==> config.mk <==
export PLATFORM = sky130hd
export DESIGN_NAME = serial_subtractor
export DESIGN_NICKNAME = d
export VERILOG_FILES = /design/src/rtl/serial_subtractor_pkg.sv /design/src/rtl/full_subtractor.sv /design/src/rtl/serial_subtractor.sv
export SDC_FILE = /design/constraint.sdc
export NUM_CORES = 1
export LEC_CHECK = 0
export BUFFER_PORTS_ARGS = -buffer_cell sky130_fd_sc_hd__buf_4
export CORE_MARGIN = 1.5
export CORE_UTILIZATION = 55
export CTS_BUF_LIST = sky130_fd_sc_hd__clkbuf_4 sky130_fd_sc_hd__clkbuf_8
export DETAILED_ROUTE_END_ITERATION = 6
export GPL_TIMING_DRIVEN = 0
export HOLD_SLACK_MARGIN = 0.08
export PLACE_DENSITY_LB_ADDON = 0.08
export SLEW_MARGIN = 40
export SYNTH_ARGS = -nofsm -noshare
export SYNTH_HDL_FRONTEND = slang
export SYNTH_HIERARCHICAL = 1
export SYNTH_SLANG_ARGS = --single-unit
export TNS_END_PERCENT = 1
==> constraint.sdc <==
create_clock -name clk -period 2.1 [get_ports clk]
set_clock_uncertainty 0.2 [all_clocks]
set_input_delay 0.315 -clock clk [delete_from_list [all_inputs] [get_ports clk]]
set_output_delay 0.315 -clock clk [all_outputs]
set_load 0.02 [all_outputs]
==> src/rtl/serial_subtractor_pkg.sv <==
// Shared constants for the bit-serial subtractor.
// Holds the control FSM state encoding.
package serial_subtractor_pkg;

    localparam logic [1:0] S_IDLE  = 2'd0;
    localparam logic [1:0] S_SHIFT = 2'd1;
    localparam logic [1:0] S_DONE  = 2'd2;

endpackage

==> src/rtl/full_subtractor.sv <==
// Gate-level one-bit full subtractor: d = x - y - bin.
// Built from primitive gates so the cell maps directly to a library.
module full_subtractor (
    input  logic x,
    input  logic y,
    input  logic bin,
    output logic d,
    output logic bout
);

    logic xy;
    logic nx;
    logic nxy;
    logic t0;
    logic t1;

    xor g_xy  (xy, x, y);
    xor g_d   (d, xy, bin);
    not g_nx  (nx, x);
    and g_t0  (t0, nx, y);
    not g_nxy (nxy, xy);
    and g_t1  (t1, nxy, bin);
    or  g_bo  (bout, t0, t1);

endmodule

==> src/rtl/serial_subtractor.sv <==
// Bit-serial subtractor: a - b - bin, one bit per clock, LSB first.
// A single full-subtractor cell is reused with a registered borrow.
module serial_subtractor
    import serial_subtractor_pkg::*;
#(
    parameter int WIDTH = 8
) (
    input  logic             clk,
    input  logic             rst,
    input  logic             start,
    input  logic [WIDTH-1:0] a,
    input  logic [WIDTH-1:0] b,
    input  logic             bin,
    output logic             busy,
    output logic             done,
    output logic [WIDTH-1:0] diff,
    output logic             bout
);

    localparam int CW = $clog2(WIDTH) + 1;
    localparam logic [CW-1:0] CNT_LAST = CW'(WIDTH - 1);

    logic [1:0]       state_q, state_d;
    logic [WIDTH-1:0] sa_q, sa_d;
    logic [WIDTH-1:0] sb_q, sb_d;
    logic [WIDTH-1:0] res_q, res_d;
    logic [WIDTH-1:0] diff_q, diff_d;
    logic [CW-1:0]    cnt_q, cnt_d;
    logic             br_q, br_d;
    logic             bout_q, bout_d;
    logic             busy_q, busy_d;
    logic             done_q, done_d;

    logic             cell_d;
    logic             cell_bo;
    logic             accept;
    logic [WIDTH-1:0] res_next;

    full_subtractor u_cell (
        .x    (sa_q[0]),
        .y    (sb_q[0]),
        .bin  (br_q),
        .d    (cell_d),
        .bout (cell_bo)
    );

    assign accept   = start && ((state_q == S_IDLE) || (state_q == S_DONE));
    assign res_next = {cell_d, res_q[WIDTH-1:1]};

    // Next-state: accept a request, step one bit, or retire the result
    always_comb begin
        state_d = state_q;
        sa_d    = sa_q;
        sb_d    = sb_q;
        res_d   = res_q;
        diff_d  = diff_q;
        cnt_d   = cnt_q;
        br_d    = br_q;
        bout_d  = bout_q;
        busy_d  = busy_q;
        done_d  = 1'b0;
        if (accept) begin
            state_d = S_SHIFT;
            sa_d    = a;
            sb_d    = b;
            br_d    = bin;
            cnt_d   = '0;
            busy_d  = 1'b1;
        end else if (state_q == S_SHIFT) begin
            sa_d  = sa_q >> 1;
            sb_d  = sb_q >> 1;
            res_d = res_next;
            br_d  = cell_bo;
            cnt_d = cnt_q + 1'b1;
            if (cnt_q == CNT_LAST) begin
                state_d = S_DONE;
                diff_d  = res_next;
                bout_d  = cell_bo;
                busy_d  = 1'b0;
                done_d  = 1'b1;
            end
        end else if (state_q == S_DONE) begin
            state_d = S_IDLE;
        end
    end

    // State and datapath registers; reset discards any partial result
    always_ff @(posedge clk) begin
        if (rst) begin
            state_q <= S_IDLE;
            sa_q    <= '0;
            sb_q    <= '0;
            res_q   <= '0;
            diff_q  <= '0;
            cnt_q   <= '0;
            br_q    <= 1'b0;
            bout_q  <= 1'b0;
            busy_q  <= 1'b0;
            done_q  <= 1'b0;
        end else begin
            state_q <= state_d;
            sa_q    <= sa_d;
            sb_q    <= sb_d;
            res_q   <= res_d;
            diff_q  <= diff_d;
            cnt_q   <= cnt_d;
            br_q    <= br_d;
            bout_q  <= bout_d;
            busy_q  <= busy_d;
            done_q  <= done_d;
        end
    end

    assign busy = busy_q;
    assign done = done_q;
    assign diff = diff_q;
    assign bout = bout_q;

endmodule

==> results of run 1 <==
metrics by stage:
step           worst slack, ps  instances
6_report                   361        265
5_1_grt                    259        265
4_1_cts                    351        265
3_5_place_dp               389        239
3_3_place_gp               420        239
2_1_floorplan              583        178
cells in the final DEF (no fill, tap or decap), types with 2 or more instances in the layout:
cell and instances:
dfxtp_1 41, a22o_1 7, nand2_1 43, buf_4 32, and2b_1 2, bufinv_16 2, inv_1 3, nor2_1 15
a311oi_1 13, nand2b_1 4, a22oi_1 2, clkbuf_4 5, a21oi_1 14, clkbuf_1 2, buf_2 6, dlygate4sd3_1 18
o21ai_0 2, nand3_1 4
worst min-delay path by stage:
stage	to	slack, ps	depth (start not counted)
6_report	sb_q[5]$_SDFFE_PP0P_	90	3
5_1_grt	sb_q[5]$_SDFFE_PP0P_	100	3
4_1_cts	sb_q[5]$_SDFFE_PP0P_	80	3
3_5_place_dp	res_q[1]$_SDFFE_PP0P_	260	2
3_3_place_gp	res_q[1]$_SDFFE_PP0P_	250	2
2_1_floorplan	done$_SDFF_PP0_	210	1
worst max-delay path: stages (launching register included):
cell	delay [ps]
dfxtp_1	390
ha_1	270
nand3b_1	200
nor3_4	410
a22o_2	220
flip-flops by register name, indices dropped and copies added, names as in the netlist:
register	cells
bout	1
sa_q	8
cnt_q	4
res_q	7
state_q	2
diff	8
done	1
br_q	1
busy	1
sb_q	8
layer usage:
| metal | global-route usage | vias up |
|---|---|---|
| li1 | - | 730 |
| met4 | 0.113 | 0 |
| met5 | 0 | - |
| met1 | 0.319 | 684 |
| met2 | 0.386 | 40 |
| met3 | 0.0544 | 8 |
power by group through the flow:
| stage | Combinational (mW) | Sequential [mW] | Clock (mW) |
|---|---|---|---|
| global route | 0.216 | 0.836 | 0.670 |
| global placement | 0.163 | 0.847 | 0 |
| floorplan | 0.106 | 0.846 | 0 |
| finish | 0.197 | 0.832 | 0.629 |
| detailed placement | 0.167 | 0.849 | 0 |
| CTS | 0.195 | 0.832 | 0.638 |
cell type report:
cell class,instances,area [um^2],area share
plain buffers,12,78.8,0.0364
multi-input cells,122,711,0.328
clock inverters,3,65.1,0.0300
inverters,3,11.3,0.00519
flip-flops and latches,41,821,0.379
well taps,31,38.8,0.0179
clock buffers,5,37.5,0.0173
repair buffers,48,405,0.187
kinds of logic after synthesis:
family | share of synthesized area
AOI/OAI and AO/OA | 0.196
xor gates and xnor gates | 0.0108
adders and majority gates | 0.0201
DFF | 0.506
muxes | 0.00617
buffers and inverters | 0.0556
and+or+nand+nor | 0.205
==> impl_results.md, run 1 <==
* Status: completed
* Worst Path Class, Setup: reg2reg
* Syn nets at 200
* First-pass GRT wire length at 6140 um
* Req. time, crit path at 2220 ps
* CTS Hold Buffers Added at 18
* Setup_tns at 0 ps
* GRT Overall Usage at 0.244
* Max FO, Critical Path at 9
* # IOs at 31
* Die ar. at 3280 um^2
* TritonCTS clock tree: done
* Worst setup path startpoint: cnt_q[0]$_SDFFE_PP0P_
* Post-CTS Repair Setup Buffers at 0
* CTS Buf Count at 5
* Drt pass-1 iters at 4
* Root Buffer: clkbuf_4
* Startpoint types: flip-flop
* Async SR Flop Fraction at 0
* ANT cells at 0
* Worst setup EP type: flip-flop
* DRT iter0 DRCs at 67
* Worst slew pin tran at 451 ps
* Total Wirelength at 3650 um
* Pin count of the biggest net entering global routing at 14
* Layout cells sized above 1 at 0.218
* Crit path DAT at 1860 ps
* Synth Instances at 178
* Peak VDD IR at 1130 uV
* Combinational group share of total power at 0.119
* Sequential area share after synthesis at 0.506
* Max Slew Vio Count at 0
* Drt wl/cell at 13.8 um
* Area grow syn2layout at 33.7%
* Starting density of the core at 0.583
* Finished Core Util at 0.780
* H-tree depth reported by CTS at 2
* Num rows at 19
* FILL cells at 197
* Routed length on met2 at 1690 um
* Core area at 2780 um^2
* Design Area, Final at 2170 um^2
* Psw at 0.379 mW
* RSZ-0062 raised after global routing: no
* Reg2Reg Depth at 4
* Via count at 1,462
* Total grt overflow at 0
* RR Startpoint: cnt_q[0]$_SDFFE_PP0P_
* FMAX at 575 MHz
* Initial antenna violation count at 0
* Final hold viol count at 0
* Nets at 255
* Met3 wire length at 145 um
* CP endpoint: diff[3]$_SDFFE_PP0P_
* Post-synth EDFFs at 0
* Cell area after placement at 1890 um^2
* Routed Antenna Nets at 0
* Main synth FF type: dfxtp_1
* Reg clk slew, reported paths at 120 ps
* Hold/Removal Path Class: in2reg
* Synth Warn # at 6
* Die X at 57.3 um
* Final setup violation count at 0
* Syn_area_per_cell at 9.11 um^2
* Residual DRC at 0
* Leak at 0.867 nW
* Total chip power at 1.66 mW
* Crit path time final at 1740 ps
* Clock sink total at 41
* R2r setup slk at 360 ps
* Detailed-placement wirelength estimate at 2310 um
* Highest metal used: met4
* Commonest cells post-synth: nand2_1, dfxtp_1, nor2_1
* Power Internal at 1.28 mW
* Yosys top cell area share at 0.506
* Vias/cell at 5.52
* Die Ht at 57.3 um
* Relative slew slack at 0.700
* Part of the power in the clock network at 0.379
* Number of global-route vias before repair at 1,364
* PD cells at 764 nW/um^2
* Clock tree buffer depth at 2
* Hold Slack at 87.7 ps
* Sw Ratio at 0.229
* Final worst-path cycle share at 0.828
* Top post-synthesis cells by area: dfxtp_1, nand2_1, a311oi_1, a21oi_1, a22o_1
* Distinct cells, synth at 33
* Skew-Pair Late Insertion Delay at 360 ps
* Synth area leader: dfxtp_1
* Seq pwr share at 0.502
* Post-Syn Area at 1620 um^2
* #FFs+latches synth at 41
* Resized Gates After CTS at 0
* Port Buf Inserts at 30
* Placer Congestion at 0.869
* Most common cell in the netlist: nand2_1
* R2r endpoint: diff[3]$_SDFFE_PP0P_
* WL met1 at 1750 um
* Max-cap violations at 0
* Hold_sp: b[5]
(Power assumes the default switching activity.)
==> run 2, diff against run 1 <==
Settings changed: CORE_UTILIZATION 55 to 51.
Clock period 2.1 ns to 1.4 ns, I/O delays scaled along.
==> run 2 against run 1 <==
The run now ends with negative setup slack left; maximum frequency rose by 20%; power rose by 29%; clock power fell by 11%; worst hold slack got worse by 11 ps; sequential power rose by 50%; wire length rose by 4.7%; critical path type unchanged; critical endpoint unchanged; largest power group unchanged.
==> impl_results.md, run 2 (synthesized netlist as in run 1, its figures left out) <==
* Status: finished with violations
* Failing checks: negative setup slack
* Crit path cell chain: ha_4 > nand3b_1 > nor3_4 > buf_12 > a22o_2
* RSZ-0062 raised after global routing: yes
* # IOs at 31
* Worst Slack Setup Final at -55.0 ps
* Num rows at 20
* Max-cap violations at 0
* Leak at 0.899 nW
* Top delay family on crit path: flip-flops
* Worst setup EP type: flip-flop
* Worst slew pin tran at 477 ps
* Peak VDD IR at 764 uV
* Reg2Reg Depth at 5
* PD cells at 937 nW/um^2
* Placer Congestion at 0.782
* CTS Buf Count at 5
* Residual DRC at 0
* Die X at 59.4 um
* Pre-CTS setup slack at -198 ps
* Worst setup path startpoint: cnt_q[0]$_SDFFE_PP0P_
* Skew-Pair Late Insertion Delay at 330 ps
* Total Wirelength at 3820 um
* WP depth at 5
* CP endpoint: diff[3]$_SDFFE_PP0P_
* Worst path max stage delay at 370 ps
* Nets at 262
* Core area at 3030 um^2
* Starting density of the core at 0.536
* Hold Slack at 76.7 ps
* Number of global-route vias before repair at 1,331
* Via count at 1,493
* Final hold viol count at 0
* Slowest library cell on the worst path: dfxtp_4
* Crit path DAT at 1490 ps
* R2r setup slk at -50 ps
* Reg clk slew, reported paths at 110 ps
* H-tree depth reported by CTS at 2
* FMAX at 687 MHz
* Port Buf Inserts at 30
* Max FO, Critical Path at 9
* Drt wl/cell at 13.4 um
* Clock sink total at 41
* R2r endpoint: diff[3]$_SDFFE_PP0P_
* Worst Path Class, Setup: reg2reg
* Design Area, Final at 2290 um^2
* Finished Core Util at 0.755
* Initial antenna violation count at 0
* Total grt overflow at 0
* Final worst-path cycle share at 1.04
* Relative slew slack at 0.682
* Crit path time final at 1450 ps
* Req. time, crit path at 1440 ps
* Startpoint types: flip-flop
* DRT iter0 DRCs at 84
* Layout cells sized above 1 at 0.290
* GRT Overall Usage at 0.228
* TritonCTS clock tree: done
* ANT cells at 0
* Cell area after placement at 1920 um^2
* Max Slew Vio Count at 0
* RR Startpoint: cnt_q[0]$_SDFFE_PP0P_
* Final setup violation count at 14
* Area grow syn2layout at 41.0%
* Drt pass-1 iters at 4
* Root Buffer: clkbuf_4
* Total chip power at 2.14 mW
* Detailed-placement wirelength estimate at 2410 um
* Commonest non-fill, non-tap cells in the layout: nand2_1, dfxtp_1, buf_4
* First-pass GRT wire length at 6000 um
* CP Buf/Inv Count at 1
* Hold/Removal Path Class: in2reg
* Die ar. at 3530 um^2
* Vias/cell at 5.24
* Routed Antenna Nets at 0
* Die Ht at 59.4 um
* Pin count of the biggest net entering global routing at 13
* Commonest non-fill, non-tap cell in the layout: nand2_1
* Clock tree buffer depth at 2
run 2: cell count changes in the layout (fill, tap and decap cells not counted), moves of 3 or more:
cell / previous run / this run
buf_6: 1 / 4
clkbuf_4: 5 / 8
dfxtp_2: 0 / 3
buf_2: 6 / 3
a311oi_1: 13 / 9
buf_4: 32 / 35
dfxtp_1: 41 / 36
a311oi_2: 0 / 4
run 2: worst reg2reg max path, delay by kind of cell (launching register included):
family,cells,cell delay (ps)
AO/OA/AOI/OAI,1,250
buffers and inverters,1,140
AND/OR/NAND/NOR,2,230
adder cells (fa/ha/maj),1,180
flip-flops,1,370
run 2: how the worst min path moves through the flow:
stage,from,endpoint,slack [ps],cells after the start
5_1_grt,rst,sb_q[1]$_SDFFE_PP0P_,90,3
6_report,start,cnt_q[1]$_SDFFE_PP0P_,80,4
3_3_place_gp,start,state_q[0]$_SDFFE_PP0P_,220,2
4_1_cts,start,state_q[0]$_SDFFE_PP0P_,-130,2
3_5_place_dp,start,state_q[0]$_SDFFE_PP0P_,230,2
2_1_floorplan,rst,done$_SDFF_PP0_,110,1
run 2: power breakdown:
part           switching (mW)  internal [mW]  leakage, nW
registers              0.0317           1.22        0.337
logic                   0.160          0.172        0.527
clock network           0.351          0.211       0.0354
run 2: final cells by class:
type | count | area [um^2]
buffer | 12 | 101
clock buffer | 6 | 45.0
clock inverter | 2 | 10.0
fill | 233 | 741
inverter | 3 | 11.3
multi-input combinational | 122 | 757
sequential | 41 | 832
tap | 44 | 55.1
timing repair buffer | 55 | 475
run 2: metrics by stage:
stage / setup TNS (ps) / std cells
after CTS: -308 / 282
final: -367 / 285
after floorplan: -101 / 178
after detailed placement: -2450 / 252
after global placement: -1450 / 252
after global routing: -1710 / 285
run 2: routing by layer:
metal | GRT usage | up-vias | share of wire
met5 | 0 | - | 0
met2 | 0.372 | 38 | 0.50
met3 | 0.0459 | 6 | 0.045
met4 | 0.0779 | 0 | 0.012
li1 | - | 738 | -
met1 | 0.302 | 711 | 0.44
run 2: timing repair:
action	4_1_cts	5_1_grt
endpoints found under the setup margin	29	30
buffers inserted	5	0
pin swaps	5	7
hold buffers	17	3
gates resized for setup	10	13
endpoints found under the hold margin	20	2
==> run 3, diff against run 2 <==
Settings changed: ABC_AREA set to 1.
==> run 3 against run 2 <==
The flow still finishes with violations (negative setup slack); worst setup slack improved by 47 ps; non-clock buffer count shrank 3; die area grew 8.1%; sequential cell count stayed put; first-iteration DRC count grew 7.1%; core utilization decreased by 1.8 points; clock-buffer cell count up 1; largest power group unchanged; highest routed layer unchanged.
==> impl_results.md, run 3 <==
* Hold Slack at 109 ps
* Relative slew slack at 0.659
* Crit-path most repeated cell: buf_6
* Slowest library cell on the worst path: dfxtp_2
* Total Wirelength at 3980 um
* Drt wl/cell at 11.1 um
* Layout cells sized above 1 at 0.230
* Worst Path Class, Setup: reg2reg
* Crit path cell chain: buf_6 > inv_8 > nand2_4 > buf_6 > nor3_4 > buf_6 > nand2_1 > nand2_1
* Post-Syn Area at 1760 um^2
* Nets at 334
* Placer Congestion at 0.753
* Clock sink total at 41
* Grt met3 use at 0.0497
* Startpoint types: flip-flop
* Grt peak-use layer: met2
* PD cells at 958 nW/um^2
* Grt met1 use at 0.278
* Die X at 61.7 um
* Core area at 3310 um^2
* Initial antenna violation count at 0
* Worst setup EP type: flip-flop
* Leak at 1.18 nW
* Die Ht at 61.7 um
* Main synth FF type: dfxtp_1
* Die ar. at 3810 um^2
* Drt pass-1 iters at 4
* Most common cell in the netlist: nand2_1
* Number of global-route vias before repair at 1,354
* Skew-Pair Late Insertion Delay at 350 ps
* FMAX at 710 MHz
* GR Util met2 at 0.344
* Inst Count DP at 326
* Residual DRC at 0
* H-tree depth reported by CTS at 2
* R2r setup slk at -8 ps
* Pin count of the biggest net entering global routing at 13
* Crit path DAT at 1510 ps
* DRT iter0 DRCs at 90
* Final worst-path cycle share at 1.01
* First-pass GRT wire length at 5890 um
* Post-synth EDFFs at 0
* Async SR Flop Fraction at 0
* Port Buf Inserts at 30
* # IOs at 31
* ANT cells at 0
* GRT Overall Usage at 0.213
* Worst slew pin tran at 512 ps
* FILL cells at 293
* Worst Slack Setup Final at -8.00 ps
* Synth Instances at 250
* Syn_area_per_cell at 7.04 um^2
* Final cell count without fillers at 359
* Top post-synthesis cells by area: dfxtp_1, nand2_1, inv_1, nor2_1, nand3_1
* Yosys top cell area share at 0.467
* Reg clk slew, reported paths at 120 ps
* #FFs+latches synth at 41
* Synth Warn # at 6
* Req. time, crit path at 1500 ps
* Hold/Removal Path Class: in2reg
* Max-cap violations at 0
* Num rows at 21
* TritonCTS clock tree: done
* Final setup violation count at 1
* Peak VDD IR at 647 uV
* Final hold viol count at 0
* Worst path max stage delay at 330 ps
* Sequential area share after synthesis at 0.467
* Max Slew Vio Count at 0
* Via count at 1,687
* Crit path time final at 1410 ps
* Starting density of the core at 0.531
* Finished Core Util at 0.737
* Total chip power at 2.34 mW
* Commonest cells post-synth: nand2_1, dfxtp_1, inv_1, nor2_1, nand3_1
* CTS Buf Count at 5
* Distinct cells, synth at 19
* Max FO, Critical Path at 10
* Clock tree buffer depth at 2
* Routed Antenna Nets at 0
* Status: finished with violations
* Failing checks: negative setup slack
* Synth area leader: dfxtp_1
* Pre-CTS setup slack at -219 ps
* Area grow syn2layout at 38.7%
* Root Buffer: clkbuf_4
* Syn nets at 272
* Storage cell area at 828 um^2
* RSZ-0062 raised after global routing: yes
* Area occupied by multi-input gates at 796 um^2
* Vias/cell at 4.70
* Detailed-placement wirelength estimate at 2410 um
* Commonest non-fill, non-tap cell in the layout: nand2_1
* Commonest non-fill, non-tap cells in the layout: nand2_1, buf_4, dfxtp_1
* Total grt overflow at 0
-- run 3: cell type report --
cell class	count	share of cell area
repair buffers	55	0.192
multi-input cells	165	0.326
clock buffers	7	0.0267
clock inverters	1	0.00205
plain buffers	9	0.0313
flip-flops and latches	41	0.339
well taps	46	0.0236
inverters	35	0.0590
-- run 3: kinds of logic (layout without fill, tap and decap cells) --
kind of cell | Yosys count | count (layout) | synth area share
AO/OA/AOI/OAI | 30 | 30 | 0.0868
adder cells (fa/ha/maj) | 2 | 2 | 0.0185
buffers and inverters | 44 | 107 | 0.112
flip-flops | 41 | 41 | 0.467
AND/OR/NAND/NOR | 133 | 133 | 0.316
-- run 3: worst paths after layout --
check,from,to,depth (start not counted)
worst min-delay path,rst,state_q[0]$_SDFFE_PP0P_,4
worst min register to register,diff[0]$_SDFFE_PP0P_,diff[0]$_SDFFE_PP0P_,2
worst max register to register,state_q[1]$_SDFFE_PP0P_,diff[7]$_SDFFE_PP0P_,8
worst max-delay path,state_q[1]$_SDFFE_PP0P_,diff[7]$_SDFFE_PP0P_,8
-- run 3: worst max-delay path, delay by kind of cell, from the launching register on --
family                 cells  cell delay, ps
buffers and inverters      4             500
DFF                        1             330
and+or+nand+nor            4             310
-- run 3: routing by layer --
layer / part of all wire / vias up / wire [um]
met3: 0.032 / 7 / 128
met4: 0.015 / 0 / 59
met5: 0 / - / 0
met2: 0.48 / 26 / 1920
met1: 0.47 / 748 / 1870
li1: - / 906 / -
-- run 3: power breakdown --
part / leakage (nW) / internal [mW] / switching (mW)
registers: 0.338 / 1.23 / 0.0377
clock network: 0.0413 / 0.291 / 0.375
logic: 0.800 / 0.191 / 0.207
total: 1.18 / 1.72 / 0.620
-- run 3: what timing repair did --
item / CTS / global route
gates resized for setup: 20 / 16
setup endpoints to repair: 37 / 35
pin swaps: 1 / 3
hold buffers: 19 / 0
buffers inserted: 2 / 4
endpoints found under the hold margin: 26 / 0
-- run 3: stage by stage --
step	area (um^2)	TNS (ps)
final	2440	-8.00
after global routing	2440	-917
after CTS	2360	-183
after detailed placement	2040	-4170
after global placement	2040	-3940
after floorplan	1760	0
